<file path="config.mk">
export PLATFORM = sky130hd
export DESIGN_NAME = mul_unit
export DESIGN_NICKNAME = d
export VERILOG_FILES = /design/src/rtl/mul_unit.sv
export SDC_FILE = /design/constraint.sdc
export NUM_CORES = 1
export LEC_CHECK = 0
export ABC_AREA = 1
export CAP_MARGIN = 20
export CORE_MARGIN = 4
export CORE_UTILIZATION = 56
export CTS_CLUSTER_SIZE = 24
export DETAILED_ROUTE_END_ITERATION = 16
export DONT_BUFFER_PORTS = 1
export PLACE_DENSITY = 0.76
export SLEW_MARGIN = 25
export SYNTH_ARGS = -nofsm -noshare
export SYNTH_HDL_FRONTEND = slang
export SYNTH_SLANG_ARGS = --single-unit
</file>
<file path="constraint.sdc">
create_clock -name Clk -period 2.35 [get_ports Clk]
set_input_delay 0.5875 -clock Clk [delete_from_list [all_inputs] [get_ports Clk]]
set_output_delay 0.5875 -clock Clk [all_outputs]
set_load 0.01 [all_outputs]
</file>
<file path="src/rtl/mul_unit.sv">
// -----------------------------------------------------------------------------
// mul_unit -- iterative 64x64 shift-add multiplier (MUL / UMULH / SMULH)
//
// Sits between the register file (BusA/BusB) and the writeback mux (BusW).
// The control unit raises Start and stalls the PC until the Done pulse.
// One operation occupies the unit for 66 cycles:
//   accept edge -> 64 iterations -> FIN (sign fix, load Result) -> DONE.
//
// Ports
//   Clk      in   1   sole clock; all state changes on posedge
//   Reset_n  in   1   synchronous, active-low reset
//   Start    in   1   request a multiply (sampled only in IDLE)
//   Signed   in   1   1 = signed x signed (SMULH), 0 = unsigned
//   High     in   1   1 = product bits 127:64, 0 = bits 63:0
//   BusA     in  64   multiplicand
//   BusB     in  64   multiplier
//   Busy     out  1   operation in flight (RUN or FIN)
//   Done     out  1   one-cycle pulse, Result valid and updated
//   Result   out 64   registered product half, held until next completion
//
// Configuration macro: MUL_UNIT_HIGH_EN
//   defined   : 128-bit datapath, signed magnitude and sign-fix, High/Signed honoured
//   undefined : low-64-bit datapath only, High/Signed ignored, same timing
// -----------------------------------------------------------------------------
module mul_unit (
  input  logic        Clk,
  input  logic        Reset_n,
  input  logic        Start,
  input  logic        Signed,
  input  logic        High,
  input  logic [63:0] BusA,
  input  logic [63:0] BusB,
  output logic        Busy,
  output logic        Done,
  output logic [63:0] Result
);

  typedef enum logic [1:0] {
    S_IDLE = 2'd0,
    S_RUN  = 2'd1,
    S_FIN  = 2'd2,
    S_DONE = 2'd3
  } state_t;

  state_t      r_state;
  state_t      w_state_nxt;
  logic [6:0]  r_cnt;
  logic [63:0] r_result;
  logic [63:0] w_res;
  logic        w_accept;
  logic        w_last;

  assign w_accept = (r_state == S_IDLE) && Start;
  assign w_last   = (r_cnt == 7'd63);

  // ---------------------------------------------------------------------------
  // FSM: state register
  // ---------------------------------------------------------------------------
  // NOTE: reset is sampled on the clock edge (synchronous), so Reset_n only
  // appears inside the clocked branch, never in the sensitivity list.
  always_ff @(posedge Clk) begin
    if (!Reset_n) begin
      r_state <= S_IDLE;
    end else begin
      // NOTE: clocked state always uses non-blocking assignments so every
      // register samples pre-edge values regardless of statement order.
      r_state <= w_state_nxt;
    end
  end

  // ---------------------------------------------------------------------------
  // FSM: next state and handshake outputs
  // ---------------------------------------------------------------------------
  always_comb begin
    // NOTE: every output of this block is defaulted first; without that, any
    // path that skips an assignment would infer a latch.
    w_state_nxt = r_state;
    Busy        = 1'b0;
    Done        = 1'b0;
    case (r_state)
      S_IDLE: begin
        if (Start) w_state_nxt = S_RUN;
      end
      S_RUN: begin
        Busy = 1'b1;
        if (w_last) w_state_nxt = S_FIN;
      end
      S_FIN: begin
        Busy        = 1'b1;
        w_state_nxt = S_DONE;
      end
      S_DONE: begin
        // Start here is ignored; the unit only accepts from IDLE.
        Done        = 1'b1;
        w_state_nxt = S_IDLE;
      end
      default: w_state_nxt = S_IDLE;
    endcase
  end

`ifdef MUL_UNIT_HIGH_EN
  // ---------------------------------------------------------------------------
  // Full datapath: P[127:0] holds {partial sum, remaining multiplier bits}.
  // Operands are latched as magnitudes; the product sign is applied in FIN.
  // ---------------------------------------------------------------------------
  logic [127:0] r_p;
  logic [63:0]  r_a;
  logic         r_neg;
  logic         r_high;
  logic [63:0]  w_mag_a;
  logic [63:0]  w_mag_b;
  logic [64:0]  w_sum;
  logic [127:0] w_prod;

  // Negating 0x8000_0000_0000_0000 yields the same bit pattern, which read as
  // unsigned is exactly 2^63, so the magnitude never overflows.
  assign w_mag_a = (Signed && BusA[63]) ? (64'd0 - BusA) : BusA;
  assign w_mag_b = (Signed && BusB[63]) ? (64'd0 - BusB) : BusB;

  // 65-bit sum keeps the carry, which becomes P[127] after the shift.
  assign w_sum  = {1'b0, r_p[127:64]} + (r_p[0] ? {1'b0, r_a} : 65'd0);
  assign w_prod = r_neg ? (128'd0 - r_p) : r_p;
  assign w_res  = r_high ? w_prod[127:64] : w_prod[63:0];

  always_ff @(posedge Clk) begin
    if (!Reset_n) begin
      r_cnt    <= 7'd0;
      r_p      <= 128'd0;
      r_a      <= 64'd0;
      r_neg    <= 1'b0;
      r_high   <= 1'b0;
      r_result <= 64'd0;
    end else if (w_accept) begin
      r_cnt  <= 7'd0;
      r_p    <= {64'd0, w_mag_b};
      r_a    <= w_mag_a;
      r_neg  <= Signed & (BusA[63] ^ BusB[63]);
      r_high <= High;
    end else if (r_state == S_RUN) begin
      r_cnt <= r_cnt + 7'd1;
      r_p   <= {w_sum, r_p[63:1]};
    end else if (r_state == S_FIN) begin
      r_result <= w_res;
    end
  end

`else
  // ---------------------------------------------------------------------------
  // Low-only datapath: 64-bit accumulator, multiplicand shifts left while the
  // multiplier shifts right. High and Signed do not affect the low half.
  // ---------------------------------------------------------------------------
  logic [63:0] r_acc;
  logic [63:0] r_a;
  logic [63:0] r_b;
  logic        w_unused;

  assign w_unused = Signed ^ High;
  assign w_res    = r_acc;

  always_ff @(posedge Clk) begin
    if (!Reset_n) begin
      r_cnt    <= 7'd0;
      r_acc    <= 64'd0;
      r_a      <= 64'd0;
      r_b      <= 64'd0;
      r_result <= 64'd0;
    end else if (w_accept) begin
      r_cnt <= 7'd0;
      r_acc <= 64'd0;
      r_a   <= BusA;
      r_b   <= BusB;
    end else if (r_state == S_RUN) begin
      r_cnt <= r_cnt + 7'd1;
      if (r_b[0]) r_acc <= r_acc + r_a;
      r_a <= {r_a[62:0], 1'b0};
      r_b <= {1'b0, r_b[63:1]};
    end else if (r_state == S_FIN) begin
      r_result <= w_res;
    end
  end
`endif

  assign Result = r_result;

endmodule

</file>
# After elaboration in Yosys (flattened, before gate mapping)
# Cells that the tools add are included.
dict set report word_totals {
  regBits 265
  mem_bits_ro 0
  ram_bits 0
  mem_count 0
  latchBits 0
}
dict set report op_classes {
  magnitude_cmp 0
  n_eq_ne 6
  n_mux 9
  bitwise 3
  n_reduce_logical 8
  mul 0
  n_addsub 2
  div_mod_pow 0
  shift 0
}
# operator n
set ops {}
lappend ops {{$mux W64} 4}
lappend ops {{$add A64 B64 Y64} 1}
lappend ops {{$pmux W2 S4} 1}
lappend ops {{$add A7 B1 Y7 const B} 1}
lappend ops {{$eq A7 B6 Y1 const B} 1}
lappend ops {{$eq A2 B2 Y1 const B} 2}
lappend ops {{$mux W2} 2}
lappend ops {{$ne A2 B2 Y1 const B} 2}
lappend ops {{$reduce_and A2 Y1} 2}
lappend ops {{$reduce_or A2 Y1} 2}
lappend ops {{$not A1 Y1} 3}
lappend ops {{$reduce_and A3 Y1} 1}
lappend ops {{$eq A2 B1 Y1 const B} 1}
lappend ops {{$logic_not A2 Y1} 1}
lappend ops {{$mux W1} 2}
lappend ops {{$reduce_bool A2 Y1} 1}
lappend ops {{$logic_and A1 B1 Y1} 1}

# Longest topological paths before layout
dict set report logic_depth {
  ltp_word 4
  mapped_depth 17
}

# Least setup slack after synthesis
# Ideal clock, no wire load.
dict set report synth_timing {
  kind {register to register}
  start {register r_acc[0]}
  end {register r_acc[32]}
  period_less_slack_ps 1966
  arrival_time_ps 1857
  setup_ps 109
  path_stages_with_launch 17
  setup_slack_ps 384
  required_time_ps 2241
  path_cell_list {dfxtp_1 ha_1 fa_1 nand3_1 nand3_2 nand2_1 nand2_2 nand2_1 nand2_1 nand2_1 inv_1 nor2_1 nor2_1 nor2_1 nand2_1 nand2_1 inv_1}
}
dict set report synth_between {
  elab_chain_cells 1
}
# element line
set synth_rtl {}
lappend synth_rtl {{start: declaration} 152} ;# logic [63:0] r_acc;
lappend synth_rtl {{start signal: assignment} 174} ;# if (r_b[0]) r_acc <= r_acc + r_a;
lappend synth_rtl {{$add A64 B64 Y64} 174}
# No other way between the ends.
# A chain may end at the register's enable or synchronous reset.

# Worst setup path in the final report
dict set report layout_timing {
  start {register r_acc[17]}
  end {register r_acc[55]}
}
# The elaborated chain is that of the path after synthesis.

==> results.json <==
{
  "final_nets": 2805,
  "p_int_w": 0.009722,
  "cts_hold_buf": 0,
  "min_from": "Reset_n",
  "drc": 0,
  "fin_crit_ns": 2.251,
  "ys_top_cells_by_area": "dfxtp_1, nand2_1, inv_1",
  "yosysSeqAreaShare": 0.3298,
  "sw_frac_of_total": 0.4038,
  "clkTransAtPathRegs_ns": 0.06,
  "fmax_ghz": 0.4442,
  "htree_num_levels": 1,
  "reg2reg_setup_slack_ns": 0.1,
  "fill_cells": 2784,
  "layout-drive-gt1-share": 0.05995,
  "gp_congestion": 0.9668,
  "multi_input_area_mm2": 0.008882,
  "use_met3": 0.05198,
  "p_per_area_mw_per_mm2": 929.8,
  "slew_viol_final": 0,
  "synth-edff-count": 0,
  "postRouteWirelength_mm": 47.13,
  "final_hold_viol_count": 0,
  "core-area_mm2": 0.02809,
  "syn_to_final_growth_pct": 9.024,
  "io_pins": 199,
  "hp-class": "input port to flip-flop",
  "worstMarginPinSlew_ns": 0.7648,
  "rows": 61,
  "r2r_cells": 12,
  "critPathLaunch": "r_acc[17]",
  "synth_area_mm2": 0.01608,
  "whs_ns": 0.1759,
  "synth.top_cell.area_share": 0.3298,
  "power.share.clock": 0.248,
  "post_drt_wl_per_cell_um": 15.73,
  "postSynthAreaPerCell_um2": 6.086,
  "grt_usage": 0.2903,
  "tns_ns": 0,
  "cts_tree": "built",
  "p_comb_frac": 0.350,
  "port_buffers": 0,
  "synth_nets": 2846,
  "die_w_um": 177.5,
  "worst_slack_ns": 0.09859,
  "dieArea_mm2": 0.03150,
  "cap_violations": 0,
  "drtPass1Iterations": 6,
  "gr-total-overflow": 0,
  "r2r_end": "r_acc[55]",
  "relSlewSlack": 0.4901,
  "post_cts_resize_count": 0,
  "root_buffer": "clkbuf_16",
  "via_per_inst": 5.288,
  "initial_core_util": 0.5727,
  "grt_antenna_before_repair": 1,
  "seqPwrFrac": 0.402,
  "met1_usage": 0.4037,
  "grt_util_met2": 0.4777,
  "final_antenna_net_count": 0,
  "clock_latency_ns": 0.55,
  "critPathKind": "flip-flop to flip-flop",
  "yosysTopAreaCell": "dfxtp_1",
  "holdPathStages": 2,
  "start_kind": "flip-flop",
  "leakagePower_nw": 8.820,
  "ys.flop_type": "dfxtp_1",
  "cp-end-kind": "flip-flop",
  "dp.final_hpwl_mm": 35.48,
  "cts_sinks": 265,
  "rr_startpoint": "r_acc[17]",
  "insertedDiodeCount": 0,
  "dieHeight_um": 177.5,
  "grt_pass1_vias": 14660,
  "drt_iter0_drc": 1292,
  "fin_util": 0.6243,
  "vias": 15850,
  "fin_skew_ns": 0.009614,
  "min_period_over_period": 0.9580,
  "holdPathEnd": "Result[59]",
  "netlist_instances": 2643,
  "busiest_layer": "met2",
  "rsz0062_at_grt": "yes",
  "status": "finished, final reports clean",
  "place_ws_ns": 0.03635,
  "grt_max_degree": 130,
  "p_sw_w": 0.006583,
  "setup_viol": 0,
  "critPathMaxFanout": 4,
  "yosys.cell_types.count": 27,
  "synth_seq_cells": 265,
  "cp.required_ns": 2.80,
  "cts_buffers": 27,
  "async_flop_share": 0,
  "finalPower_w": 0.01630,
  "post_cts_buffers": 0,
  "ys_warn_count": 0,
  "worstPathArrival_ns": 2.70,
  "seqCellArea_mm2": 0.005305,
  "irDropWorstVdd_uv": 933.6,
  "cts_buffer_depth": 3,
  "grt_pass1_wl_mm": 74.80
}
-- power by group through the flow --
stage / Combinational [W] / Clock, W / Sequential [W]
6_report: 0.00571 / 0.00404 / 0.00655
5_1_grt: 0.00647 / 0.00429 / 0.00669
4_1_cts: 0.00567 / 0.00409 / 0.00654
3_5_place_dp: 0.00565 / 0 / 0.00662
3_3_place_gp: 0.00545 / 0 / 0.00659
2_1_floorplan: 0.00430 / 0 / 0.00636
-- cell usage after synthesis (8+ instances only) --
| master | number |
|---|---|
| o21ai_1 | 11 |
| buf_2 | 13 |
| nand4_1 | 11 |
| nand3_1 | 125 |
| buf_1 | 11 |
| nand2_2 | 14 |
| xor2_1 | 29 |
| nor3_1 | 12 |
| inv_1 | 431 |
| nor2_1 | 249 |
| a31oi_1 | 64 |
| o21ai_0 | 162 |
| nand2_1 | 819 |
| clkbuf_1 | 83 |
| a21oi_1 | 243 |
| dfxtp_1 | 265 |
| nand3_2 | 8 |
| ha_1 | 69 |
-- cell usage in the layout (no fill, tap or decap), drive strengths merged, types with 11 or more instances in the layout --
cell type and count:
nand2 833, inv 431, dfxtp 265, nor2 255, a21oi 243, o21ai 173, nand3 133, ha 69
a31oi 64, buf 40, clkbuf 35, xor2 29, nor3 18, nand4 11, clkinv 11
-- registers in the layout, summed over array words and instances (netlist names) --
signal and cells:
Result 64, r_a 64, r_acc 64, r_b 64, r_cnt 7, r_state 2
-- critical path, stage by stage, from the launching register on --
cell and delay, ns:
dfxtp_1 0.34, ha_1 0.39, nand2_2 0.12, nor2_1 0.23, nand2_1 0.18, nor2_1 0.13, nand2_1 0.11, nand3_2 0.18
nand2_1 0.16, nand4_1 0.11, nand3_1 0.10, nand2_1 0.07, inv_1 0.03
-- per-layer routing --
metal	share of wire	vias to the layer above
li1	-	8171
met3	0.076	47
met2	0.45	465
met1	0.46	7162
met5	0.00015	-
met4	0.018	2
-- cell type report --
cell class              instances  area share
multi-input cells            1837      0.5065
flip-flops and latches        265      0.3025
inverters                     431     0.09240
clock buffers                  35     0.04310
well taps                     378     0.02697
repair buffers                 40     0.02426
clock inverters                11    0.004210
-- per-stage QoR --
step | instance area, µm² | instances
CTS | 17400 | 2997
floorplan | 16080 | 2643
detailed placement | 16570 | 2951
finish | 17540 | 2997
global route | 17540 | 2997
global placement | 16570 | 2951
-- kinds of logic (layout without fill, tap and decap cells) --
kind of cell	after synthesis	count (layout)	synth area share
AND/OR/NAND/NOR	1253	1253	0.3147
buffers and inverters	541	517	0.1280
AO/OA/AOI/OAI	483	483	0.1557
flip-flops	265	265	0.3298
adder cells (fa/ha/maj)	70	70	0.05492
XOR/XNOR	31	31	0.01688
-- worst max-delay path by stage --
stage | to | slack [ns]
floorplan | r_acc[32] | 0.38
global placement | r_acc[52] | 0.06
detailed placement | r_acc[46] | 0.04
CTS | r_acc[46] | 0.01
global route | r_acc[46] | -0.03
finish | r_acc[55] | 0.1
Note: power is estimated with default switching activity, not from simulation.
